`src/rtl/dr_req_tracker_pkg.sv`:
```
// Shared types and constants for the directory-bank request tracker.
// DR ID 0 is reserved on the L2 interface to mean "not a snoop".
package dr_req_tracker_pkg;

    localparam int DR_ENTRIES   = 16;
    localparam int DR_NID_BITS  = 5;
    localparam int DR_L2ID_BITS = 6;
    localparam int DR_DRID_BITS = 6;

    localparam logic [DR_DRID_BITS-1:0] DR_DRID_NONE = '0;

    typedef struct packed {
        logic [DR_NID_BITS-1:0]  nid;
        logic [DR_L2ID_BITS-1:0] l2id;
    } I_drtr_entry_type;

    // Index width for an N-entry table; never zero so single-entry builds still elaborate.
    function automatic int enc_bits(input int n);
        return (n > 1) ? $clog2(n) : 1;
    endfunction

endpackage

```
`src/rtl/dr_req_tracker_if.sv`:
```
// Alloc / ack / response channels of the request tracker.
// Every channel: a transfer happens in a cycle where valid=1 and retry=0; valid never depends on retry.
interface dr_req_tracker_if
    import dr_req_tracker_pkg::*;
#(
    parameter int NidBits  = DR_NID_BITS,
    parameter int L2idBits = DR_L2ID_BITS,
    parameter int DridBits = DR_DRID_BITS
);
    logic                alloc_valid;
    logic                alloc_retry;
    logic [NidBits-1:0]  alloc_nid;
    logic [L2idBits-1:0] alloc_l2id;
    logic [DridBits-1:0] alloc_drid;

    logic                ack_valid;
    logic                ack_retry;
    logic [DridBits-1:0] ack_drid;

    logic                rsp_valid;
    logic                rsp_retry;
    logic [NidBits-1:0]  rsp_nid;
    logic [L2idBits-1:0] rsp_l2id;
    logic [DridBits-1:0] rsp_drid;

    modport slave (
        input  alloc_valid, alloc_nid, alloc_l2id, ack_valid, ack_drid, rsp_retry,
        output alloc_retry, alloc_drid, ack_retry, rsp_valid, rsp_nid, rsp_l2id, rsp_drid
    );

    modport master (
        output alloc_valid, alloc_nid, alloc_l2id, ack_valid, ack_drid, rsp_retry,
        input  alloc_retry, alloc_drid, ack_retry, rsp_valid, rsp_nid, rsp_l2id, rsp_drid
    );
endinterface

```
`src/rtl/dr_req_tracker_free_enc.sv`:
```
// Lowest-zero finder over a live bitmap: index of the first free slot plus an all-full flag.
// Kept generic so other trackers (e.g. displacement acks) can share it.
module dr_free_enc #(
    parameter int Entries = 16,
    parameter int IdxBits = 4
) (
    input  logic [Entries-1:0] vld_i,
    output logic [IdxBits-1:0] idx_o,
    output logic               full_o
);

    always_comb begin
        idx_o  = '0;
        full_o = &vld_i;
        // Scan from the top so the lowest free index is the last one written.
        for (int i = Entries - 1; i >= 0; i--) begin
            if (!vld_i[i]) begin
                idx_o = IdxBits'(i);
            end
        end
    end

endmodule

```
`src/rtl/dr_req_tracker.sv`:
```
// Hands out DR IDs (index+1) to requests headed to memory and recovers nid/l2id
// when memory acks that ID, presenting them through a single registered response stage.
module dr_req_tracker
    import dr_req_tracker_pkg::*;
#(
    parameter int Entries  = DR_ENTRIES,
    parameter int NidBits  = DR_NID_BITS,
    parameter int L2idBits = DR_L2ID_BITS,
    parameter int DridBits = DR_DRID_BITS,
    localparam int OccBits = $clog2(Entries + 1)
) (
    input  logic               clk,
    input  logic               reset,
    dr_req_tracker_if.slave    bus,
    output logic [OccBits-1:0] occupancy,
    output logic               err_bad_drid
);

    localparam int IdxBits = enc_bits(Entries);

    logic [Entries-1:0]  vld_q, vld_d;
    logic [NidBits-1:0]  nid_q  [Entries];
    logic [L2idBits-1:0] l2id_q [Entries];
    logic [OccBits-1:0]  occ_q, occ_d;
    logic                err_q, err_d;

    logic                rsp_valid_q, rsp_valid_d;
    logic [NidBits-1:0]  rsp_nid_q, rsp_nid_d;
    logic [L2idBits-1:0] rsp_l2id_q, rsp_l2id_d;
    logic [DridBits-1:0] rsp_drid_q, rsp_drid_d;

    logic [IdxBits-1:0]  free_idx;
    logic                full;
    logic                alloc_fire;
    logic                ack_retry;
    logic                ack_fire;
    logic                ack_in_range;
    logic                ack_good;
    logic [IdxBits-1:0]  ack_idx;

    dr_free_enc #(
        .Entries (Entries),
        .IdxBits (IdxBits)
    ) u_free_enc (
        .vld_i  (vld_q),
        .idx_o  (free_idx),
        .full_o (full)
    );

    // Allocation only looks at registered state, so a same-cycle release never reopens a slot early.
    assign alloc_fire = bus.alloc_valid & ~full;
    assign ack_retry  = rsp_valid_q & bus.rsp_retry;
    assign ack_fire   = bus.ack_valid & ~ack_retry;

    assign ack_in_range = (bus.ack_drid != DridBits'(DR_DRID_NONE)) &&
                          (bus.ack_drid <= DridBits'(Entries));
    assign ack_idx      = IdxBits'(bus.ack_drid - DridBits'(1));
    assign ack_good     = ack_fire & ack_in_range & vld_q[ack_idx];

    always_comb begin
        vld_d = vld_q;
        if (alloc_fire) begin
            vld_d[free_idx] = 1'b1;
        end
        if (ack_good) begin
            vld_d[ack_idx] = 1'b0;
        end
    end

    assign occ_d = occ_q + OccBits'(alloc_fire) - OccBits'(ack_good);
    assign err_d = err_q | (ack_fire & ~ack_good);

    always_comb begin
        rsp_valid_d = rsp_valid_q;
        rsp_nid_d   = rsp_nid_q;
        rsp_l2id_d  = rsp_l2id_q;
        rsp_drid_d  = rsp_drid_q;
        if (ack_good) begin
            rsp_valid_d = 1'b1;
            rsp_nid_d   = nid_q[ack_idx];
            rsp_l2id_d  = l2id_q[ack_idx];
            rsp_drid_d  = bus.ack_drid;
        end else if (rsp_valid_q && !bus.rsp_retry) begin
            rsp_valid_d = 1'b0;
        end
    end

    always_ff @(posedge clk) begin
        if (reset) begin
            vld_q       <= '0;
            occ_q       <= '0;
            err_q       <= 1'b0;
            rsp_valid_q <= 1'b0;
            rsp_nid_q   <= '0;
            rsp_l2id_q  <= '0;
            rsp_drid_q  <= '0;
        end else begin
            vld_q       <= vld_d;
            occ_q       <= occ_d;
            err_q       <= err_d;
            rsp_valid_q <= rsp_valid_d;
            rsp_nid_q   <= rsp_nid_d;
            rsp_l2id_q  <= rsp_l2id_d;
            rsp_drid_q  <= rsp_drid_d;
        end
    end

    // Payload storage is only read for live entries, so it needs no reset.
    always_ff @(posedge clk) begin
        if (alloc_fire) begin
            nid_q[free_idx]  <= bus.alloc_nid;
            l2id_q[free_idx] <= bus.alloc_l2id;
        end
    end

    assign bus.alloc_retry = full;
    assign bus.alloc_drid  = DridBits'(free_idx) + DridBits'(1);
    assign bus.ack_retry   = ack_retry;
    assign bus.rsp_valid   = rsp_valid_q;
    assign bus.rsp_nid     = rsp_nid_q;
    assign bus.rsp_l2id    = rsp_l2id_q;
    assign bus.rsp_drid    = rsp_drid_q;
    assign occupancy       = occ_q;
    assign err_bad_drid    = err_q;

endmodule

```
`src/flat_wrapper.sv`:
```
// flat-port wrapper written by rule: the top's interface ports become plain ports
module dr_req_tracker_flat import dr_req_tracker_pkg::*;
#(
    parameter int Entries  = DR_ENTRIES,
    parameter int NidBits  = DR_NID_BITS,
    parameter int L2idBits = DR_L2ID_BITS,
    parameter int DridBits = DR_DRID_BITS,
    localparam int OccBits = $clog2(Entries + 1)
)
  (clk, reset, occupancy, err_bad_drid, bus_alloc_valid, bus_alloc_nid, bus_alloc_l2id, bus_ack_valid, bus_ack_drid, bus_rsp_retry, bus_alloc_retry, bus_alloc_drid, bus_ack_retry, bus_rsp_valid, bus_rsp_nid, bus_rsp_l2id, bus_rsp_drid);
  dr_req_tracker_if #(.NidBits(NidBits), .L2idBits(L2idBits), .DridBits(DridBits)) bus_i ();
  input  logic clk;
  input  logic reset;
  output logic [OccBits-1:0] occupancy;
  output logic err_bad_drid;
  input wire logic [$bits(bus_i.alloc_valid)-1:0] bus_alloc_valid;
  input wire logic [$bits(bus_i.alloc_nid)-1:0] bus_alloc_nid;
  input wire logic [$bits(bus_i.alloc_l2id)-1:0] bus_alloc_l2id;
  input wire logic [$bits(bus_i.ack_valid)-1:0] bus_ack_valid;
  input wire logic [$bits(bus_i.ack_drid)-1:0] bus_ack_drid;
  input wire logic [$bits(bus_i.rsp_retry)-1:0] bus_rsp_retry;
  output wire logic [$bits(bus_i.alloc_retry)-1:0] bus_alloc_retry;
  output wire logic [$bits(bus_i.alloc_drid)-1:0] bus_alloc_drid;
  output wire logic [$bits(bus_i.ack_retry)-1:0] bus_ack_retry;
  output wire logic [$bits(bus_i.rsp_valid)-1:0] bus_rsp_valid;
  output wire logic [$bits(bus_i.rsp_nid)-1:0] bus_rsp_nid;
  output wire logic [$bits(bus_i.rsp_l2id)-1:0] bus_rsp_l2id;
  output wire logic [$bits(bus_i.rsp_drid)-1:0] bus_rsp_drid;
  assign bus_i.alloc_valid = bus_alloc_valid;
  assign bus_i.alloc_nid = bus_alloc_nid;
  assign bus_i.alloc_l2id = bus_alloc_l2id;
  assign bus_i.ack_valid = bus_ack_valid;
  assign bus_i.ack_drid = bus_ack_drid;
  assign bus_i.rsp_retry = bus_rsp_retry;
  assign bus_alloc_retry = bus_i.alloc_retry;
  assign bus_alloc_drid = bus_i.alloc_drid;
  assign bus_ack_retry = bus_i.ack_retry;
  assign bus_rsp_valid = bus_i.rsp_valid;
  assign bus_rsp_nid = bus_i.rsp_nid;
  assign bus_rsp_l2id = bus_i.rsp_l2id;
  assign bus_rsp_drid = bus_i.rsp_drid;
  dr_req_tracker #(.Entries(Entries), .NidBits(NidBits), .L2idBits(L2idBits), .DridBits(DridBits)) u_core (.clk(clk), .reset(reset), .bus(bus_i), .occupancy(occupancy), .err_bad_drid(err_bad_drid));
endmodule
```
`config.mk`:
```
export PLATFORM = sky130hd
export DESIGN_NAME = dr_req_tracker_flat
export DESIGN_NICKNAME = d
export VERILOG_FILES = /design/src/rtl/dr_req_tracker_pkg.sv /design/src/rtl/dr_req_tracker_if.sv /design/src/rtl/dr_req_tracker_free_enc.sv /design/src/rtl/dr_req_tracker.sv /design/src/flat_wrapper.sv
export SDC_FILE = /design/constraint.sdc
export NUM_CORES = 1
export LEC_CHECK = 0
export ABC_CLOCK_PERIOD_IN_PS = 6100
export CAP_MARGIN = 20
export CORE_AREA = 2 2 139 141
export CTS_BUF_LIST = sky130_fd_sc_hd__clkbuf_4 sky130_fd_sc_hd__clkbuf_8
export DETAILED_ROUTE_END_ITERATION = 16
export DIE_AREA = 0 0 141 143
export PLACE_DENSITY = 0.68
export RECOVER_POWER = 25
export SYNTH_ARGS = -nofsm -noshare
export SYNTH_HDL_FRONTEND = slang
export SYNTH_HIERARCHICAL = 1
export SYNTH_SLANG_ARGS = --single-unit
```
`constraint.sdc`:
```
create_clock -name clk -period 6.1 [get_ports clk]
set_clock_uncertainty 0.15 [all_clocks]
set_input_delay 1.525 -clock clk [delete_from_list [all_inputs] [get_ports clk]]
set_output_delay 1.525 -clock clk [all_outputs]
set_load 0.01 [all_outputs]
```
Word level (Yosys, flattened, before mapping)
Memories as Yosys holds them, arrays and structs flattened. A register that Yosys moved wholly into a read port is not among the register bits.
Cells that the tools add are included.
W data, S select, Z words.
{"block": "totals", "reg_bits": 29, "mem_bits_rw": 176, "out_inout_bits": 32, "wordCells": 65, "n_memories": 2}
{"block": "classes", "n_addsub": 4, "order_cmp": 5, "n_mux": 28, "bitwise": 13, "reduce_logical": 8}
{"memory": "u_core.l2id_q", "words": 16, "word_bits": 6, "read_ports": 1, "rd_clocked_by_memory_dff": 1, "write_ports": 1, "line": "dr_req_tracker.sv:23", "rtl": "logic [L2idBits-1:0] l2id_q [Entries];"}
{"memory": "u_core.nid_q", "words": 16, "word_bits": 5, "read_ports": 1, "rd_clocked_by_memory_dff": 1, "write_ports": 1, "line": "dr_req_tracker.sv:22", "rtl": "logic [NidBits-1:0] nid_q [Entries];"}
{"op": "$mux W4", "count": 16}
{"op": "$mux W16", "count": 2}
{"op": "$and A16 B16 Y16", "count": 1}
{"op": "$not A16 Y16", "count": 1}
{"op": "$or A16 B16 Y16", "count": 1}
{"op": "$reduce_and A16 Y1", "count": 1}
{"op": "$lt A4 B5 Y1 const B", "count": 2}
{"op": "$demux W1 S4", "count": 2}
{"op": "$ge A4 B1 Y1 const B", "count": 2}
{"op": "$mux W1", "count": 7}
{"op": "$and A1 B1 Y1", "count": 6}
{"op": "$le A6 B5 Y1 const B", "count": 1}
{"op": "$reduce_bool A6 Y1", "count": 1}
{"op": "$add A4 B1 Y5 const B", "count": 1}
{"op": "$add A5 B1 Y5", "count": 1}
{"op": "$sub A5 B1 Y5", "count": 1}
{"op": "$bmux W1 S4", "count": 1}
{"op": "$logic_and A1 B1 Y1", "count": 4}
{"op": "$sub A4 B1 Y4 const B", "count": 1}
{"op": "$not A1 Y1", "count": 3}
{"op": "$reduce_bool A2 Y1", "count": 1}
{"op": "$logic_not A1 Y1", "count": 1}
{"op": "$or A1 B1 Y1", "count": 1}

Logic depth before layout (Yosys ltp)
{"block": "depth", "word_depth": 24, "mapped_depth": 21}

By module
The synthesis kept the hierarchy.
{"module": "dr_req_tracker", "instances": 1, "cells_each": 491, "area_per_inst_um2": 8972.4}
{"module": "dr_free_enc", "instances": 1, "cells_each": 33, "area_per_inst_um2": 176.4}

Worst setup path after synthesis
Ideal clock, no wire load.
{"block": "synth_timing", "path_type": "input to register", "from": "input port bus_ack_drid[0]", "to": "register u_core.occ_q[4] (netlist: u_core/occupancy[4])", "arrival_ns": 4.610, "path_slack_ns": 1.212, "cell_stages": 21, "path_buffers": 4, "cell_sequence": "buf_6 -> buf_12 -> buf_8 -> inv_1 -> ha_1 -> buf_2 -> mux4_2 -> nand2_1 -> nand2_1 -> o22ai_4 -> nor2_2 -> ha_1 -> inv_1 -> ha_1 -> inv_1 -> fa_1 -> inv_1 -> a21o_1 -> a21oi_1 -> xnor2_1 -> nor2_1"}
{"block": "synth_via", "elab_chain_cells": 5}
{"item": "start, declared", "line": "flat_wrapper.sv:20", "rtl": "input wire logic [$bits(bus_i.ack_drid)-1:0] bus_ack_drid;"}
{"item": "$sub A4 B1 Y4, or another cell as far along", "line": "dr_req_tracker.sv:57", "rtl": "assign ack_idx = IdxBits'(bus.ack_drid - DridBits'(1));"}
{"item": "$bmux W1 S4 / $logic_and A1 B1 Y1 (equally long branches)", "line": "dr_req_tracker.sv:58, dr_req_tracker.sv:55"}
{"item": "$mux W1 (not written as such) / $and A1 B1 Y1 (equally long branches)", "line": "dr_req_tracker.sv:58", "rtl": "assign ack_good = ack_fire & ack_in_range & vld_q[ack_idx];"}
{"item": "$and A1 B1 Y1 (*)", "line": "dr_req_tracker.sv:58"}
{"item": "net u_core.ack_good", "line": "dr_req_tracker.sv:38", "rtl": "logic ack_good;"}
{"item": "$sub A5 B1 Y5 (*)", "line": "dr_req_tracker.sv:70", "rtl": "assign occ_d = occ_q + OccBits'(alloc_fire) - OccBits'(ack_good);"}
{"item": "end signal, assigned", "line": "dr_req_tracker.sv:91", "rtl": "occ_q <= '0;"}
{"item": "end signal, assigned", "line": "dr_req_tracker.sv:99", "rtl": "occ_q <= occ_d;"}
{"item": "end, declared", "line": "dr_req_tracker.sv:24", "rtl": "logic [OccBits-1:0] occ_q, occ_d;"}
Mark *: on every way through the listed nets, which the timed path passes. The rest lies on a longest branch. The select of a mux whose other input is x is not followed.
A chain may end at the register's enable or synchronous reset.

Worst setup path in the final report
{"block": "layout_timing", "from": "input port bus_ack_drid[1]", "to": "register u_core.occ_q[4] (netlist: u_core/occupancy[4])"}
The elaborated chain is that of the path after synthesis.

==> summary.md <==
| Metric | Value |
|---|---|
| Critical path capture point type | `register` |
| Final Worst Setup Slack | `1.20 ns` |
| Cells after Synth | `524` |
| Nets | `635` |
| TritonCTS clock tree | `yes` |
| Post-synth top area share | `57.8%` |
| Fin. max-slew vios | `0` |
| First-pass GRT wire length | `29.0 mm` |
| Die Span X | `141 um` |
| GR Util All Layers | `19.2%` |
| Cell Pwr Density | `302 nW/um^2` |
| Minimum clock period | `4.90 ns` |
| GP Congestion | `0.899` |
| Die area | `20200 um^2` |
| Clk sinks | `216` |
| Via count | `5056` |
| Worst vdd ir | `0.000154 V` |
| Overall power | `3190 uW` |
| Worst relative slew slack | `32.7%` |
| Worst slew pin tran | `1.01 ns` |
| CP dominant cell by count | `inv_1` |
| Die Ht | `143 um` |
| Overflow after GRT | `0` |
| Setup WS pre-CTS | `0.716 ns` |
| I/O pin cnt | `54` |
| Rows | `50` |
| Synthesized cell area | `9150 um^2` |
| Vias in the first global route | `5214` |
| Core Util, Final | `57.0%` |
| WL/cell | `21.8 um` |
| Synth cell types | `50` |
| CP max stage cell | `clkdlybuf4s50_1` |
| Setup_tns | `0 ns` |
| Cts hold-fix bufs | `0` |
| Leak | `0.00350 uW` |
| Post-synthesis register bit count | `216` |
| Critical Path RT | `6.34 ns` |
| Fraction of final layout cells sized beyond drive strength 1 | `19.3%` |
| First-pass DRT Iterations | `5` |
| DP HPWL | `11.4 mm` |
| H-Tree Depth | `2` |
| Hold Path Class | `reg -> reg` |
| Initial Util | `49.2%` |
| Most common library cells after synthesis | `176 x edfxtp_1, 40 x dfxtp_1, 39 x nor2_1` |
| DRC Markers | `0` |
| Final setup violation count | `0` |
| Post-synthesis sequential area ratio | `66.5%` |
| Data arrival, critical path | `5.15 ns` |
| Top_reg_cell synth | `edfxtp_1` |
| Post-Route WL | `18.7 mm` |
| Hold Vio Cnt, Final | `0` |
| Post-synth ARST share | `0%` |
| Period utilization | `80.3%` |
| Latest clock arrival within the worst-skew pair | `0.52 ns` |
| Non-filler cells, final | `857` |
| Largest net degree at the start of global routing | `46` |
| Area grow syn2layout | `15.7%` |
| Min-Delay Startpoint | `u_core/err_bad_drid` |
| Startpoint types | `input port` |
| Reg-to-Reg Start | `u_core/vld_q[7]` |
| Max-cap violations | `0` |
| Syn Nets | `560` |
| DRT antenna net count | `0` |
| Delay of the slowest critical-path stage | `0.60 ns` |
| Placed Cells | `795` |
| Critical path class | `in -> reg` |
| Syn avg cell area | `17.5 um^2` |
| EDFF count, synth | `176` |
| Max Fclk | `204 MHz` |
| Crit Path Max Fanout | `9` |
| PortBufs | `52` |
| Most common cell in the synthesized netlist | `edfxtp_1` |
| Main area contributors after synthesis | `edfxtp_1 58%, mux4_1 9.8%, dfxtp_1 8.8%` |
| CTS Buffer Depth | `3` |
| Initial DRC Count | `375` |
| CTS clk-pin slew, worst paths | `0.06 ns` |
| # Post-CTS Setup Buffers | `0` |
| Worst-path cell chain | `clkdlybuf4s50_1, inv_1, ha_1, and2_1, a21oi_1, o32a_1, o22ai_4, nor2_2, ha_1, inv_1, ha_1, inv_1, fa_1, inv_1, a21o_1, a21oi_1, xnor2_1, nor2_1` |
| Initial antenna violation count | `1` |
| Status | `completed` |
| Post-DR vias/cell | `5.90` |
| Worst Setup SP | `bus_ack_drid[1]` |
| Clock root cell | `clkbuf_8` |
| CORE AREA | `18600 um^2` |
| CTS buffer count | `35` |
| Unrepaired setup endpoints after global routing | `false` |
| Cell taking the most area after synthesis | `edfxtp_1` |
| YS warnings | `6` |
| Post-CTS Resized | `0` |
==> power by group <==
part	switching [uW]	internal (uW)	leakage, uW
clock	539	737	0.000379
combinational	155	135	0.00121
sequential	12.1	1620	0.00191
total	705	2490	0.00350
==> area by class of cell <==
type / count / area (um^2)
repair buffers: 67 / 628
well taps: 234 / 293
diodes: 1 / 2.50
inverters: 18 / 67.6
clock buffers: 46 / 564
multi-input cells: 261 / 2790
clock inverters: 14 / 155
flip-flops and latches: 216 / 6090
fillers: 1386 / 7990
==> layout by cell type (no fill, tap or decap), types with 3 or more instances in the layout <==
master	netlist	layout
o21ai_1	19	19
inv_1	18	18
dlygate4sd3_1	2	8
nor2b_1	3	3
edfxtp_1	176	176
nand3_1	18	18
buf_4	6	14
xnor2_1	3	3
clkinv_2	0	4
nor3_2	2	6
o21ai_0	5	5
nand2b_1	6	6
clkbuf_8	0	35
clkinv_1	0	4
nand4_1	3	3
xor2_1	4	4
mux4_1	34	34
nand2_1	15	15
mux4_2	25	25
a21oi_1	23	23
bufinv_16	0	3
nor2_2	2	11
nor2_1	39	30
dfxtp_1	40	40
ha_1	13	13
clkbuf_4	0	12
a311oi_1	16	16
clkdlybuf4s50_1	0	43
==> kinds of logic (layout without fill, tap and decap cells) <==
group                      after synthesis  in the layout  share of synthesized area (%)
AOI/OAI and AO/OA                       76             76                           5.63
other                                    1              2                         0.0410
xor gates and xnor gates                 9              9                           1.15
muxes                                   59             59                           15.9
buffers and inverters                   47            145                           3.42
DFF                                    216            216                           66.5
adders and majority gates               14             14                           2.00
and+or+nand+nor                        102            102                           5.32
==> metrics by stage <==
step | cell area [um^2] | hold slack, ns
after floorplan | 9150 | 0.344
after global placement | 9860 | 0.304
after detailed placement | 9860 | 0.313
after CTS | 10600 | 0.330
after global routing | 10600 | 0.351
final | 10600 | 0.319
==> critical path: cells and delay by family <==
| kind | cells | cell delay, ns |
|---|---|---|
| adder cells (fa/ha/maj) | 4 | 1.19 |
| AO/OA/AOI/OAI | 5 | 0.75 |
| XOR/XNOR | 1 | 0.17 |
| buffers and inverters | 5 | 0.89 |
| AND/OR/NAND/NOR | 3 | 0.60 |
==> worst paths after layout <==
check	depth (start not counted)	slack, ns	endpoint
max	18	1.20	u_core/occupancy[4]
min	2	0.32	u_core/err_bad_drid
max reg2reg	7	2.88	u_core/vld_q[11]
min reg2reg	2	0.32	u_core/err_bad_drid
==> routing by layer <==
metal	vias up	global-route usage [%]	wire [um]	share of wire [%]
met1	2567	23.4	7700	41
met5	-	0	0	0
met4	0	6.89	446	2.4
met3	44	3.79	997	5.3
met2	180	34.2	9580	51
li1	2265	-	-	-
==> flip-flops by register name (all words and copies together), names as in the netlist <==
name,flops
u_core/l2id_q,96
u_core/nid_q,80
u_core/vld_q,16
u_core/bus.rsp_drid,6
u_core/bus.rsp_l2id,6
u_core/bus.rsp_nid,5
u_core/occupancy,5
u_core/bus.rsp_valid,1
u_core/err_bad_drid,1
Power figures use the tool's default switching activity.
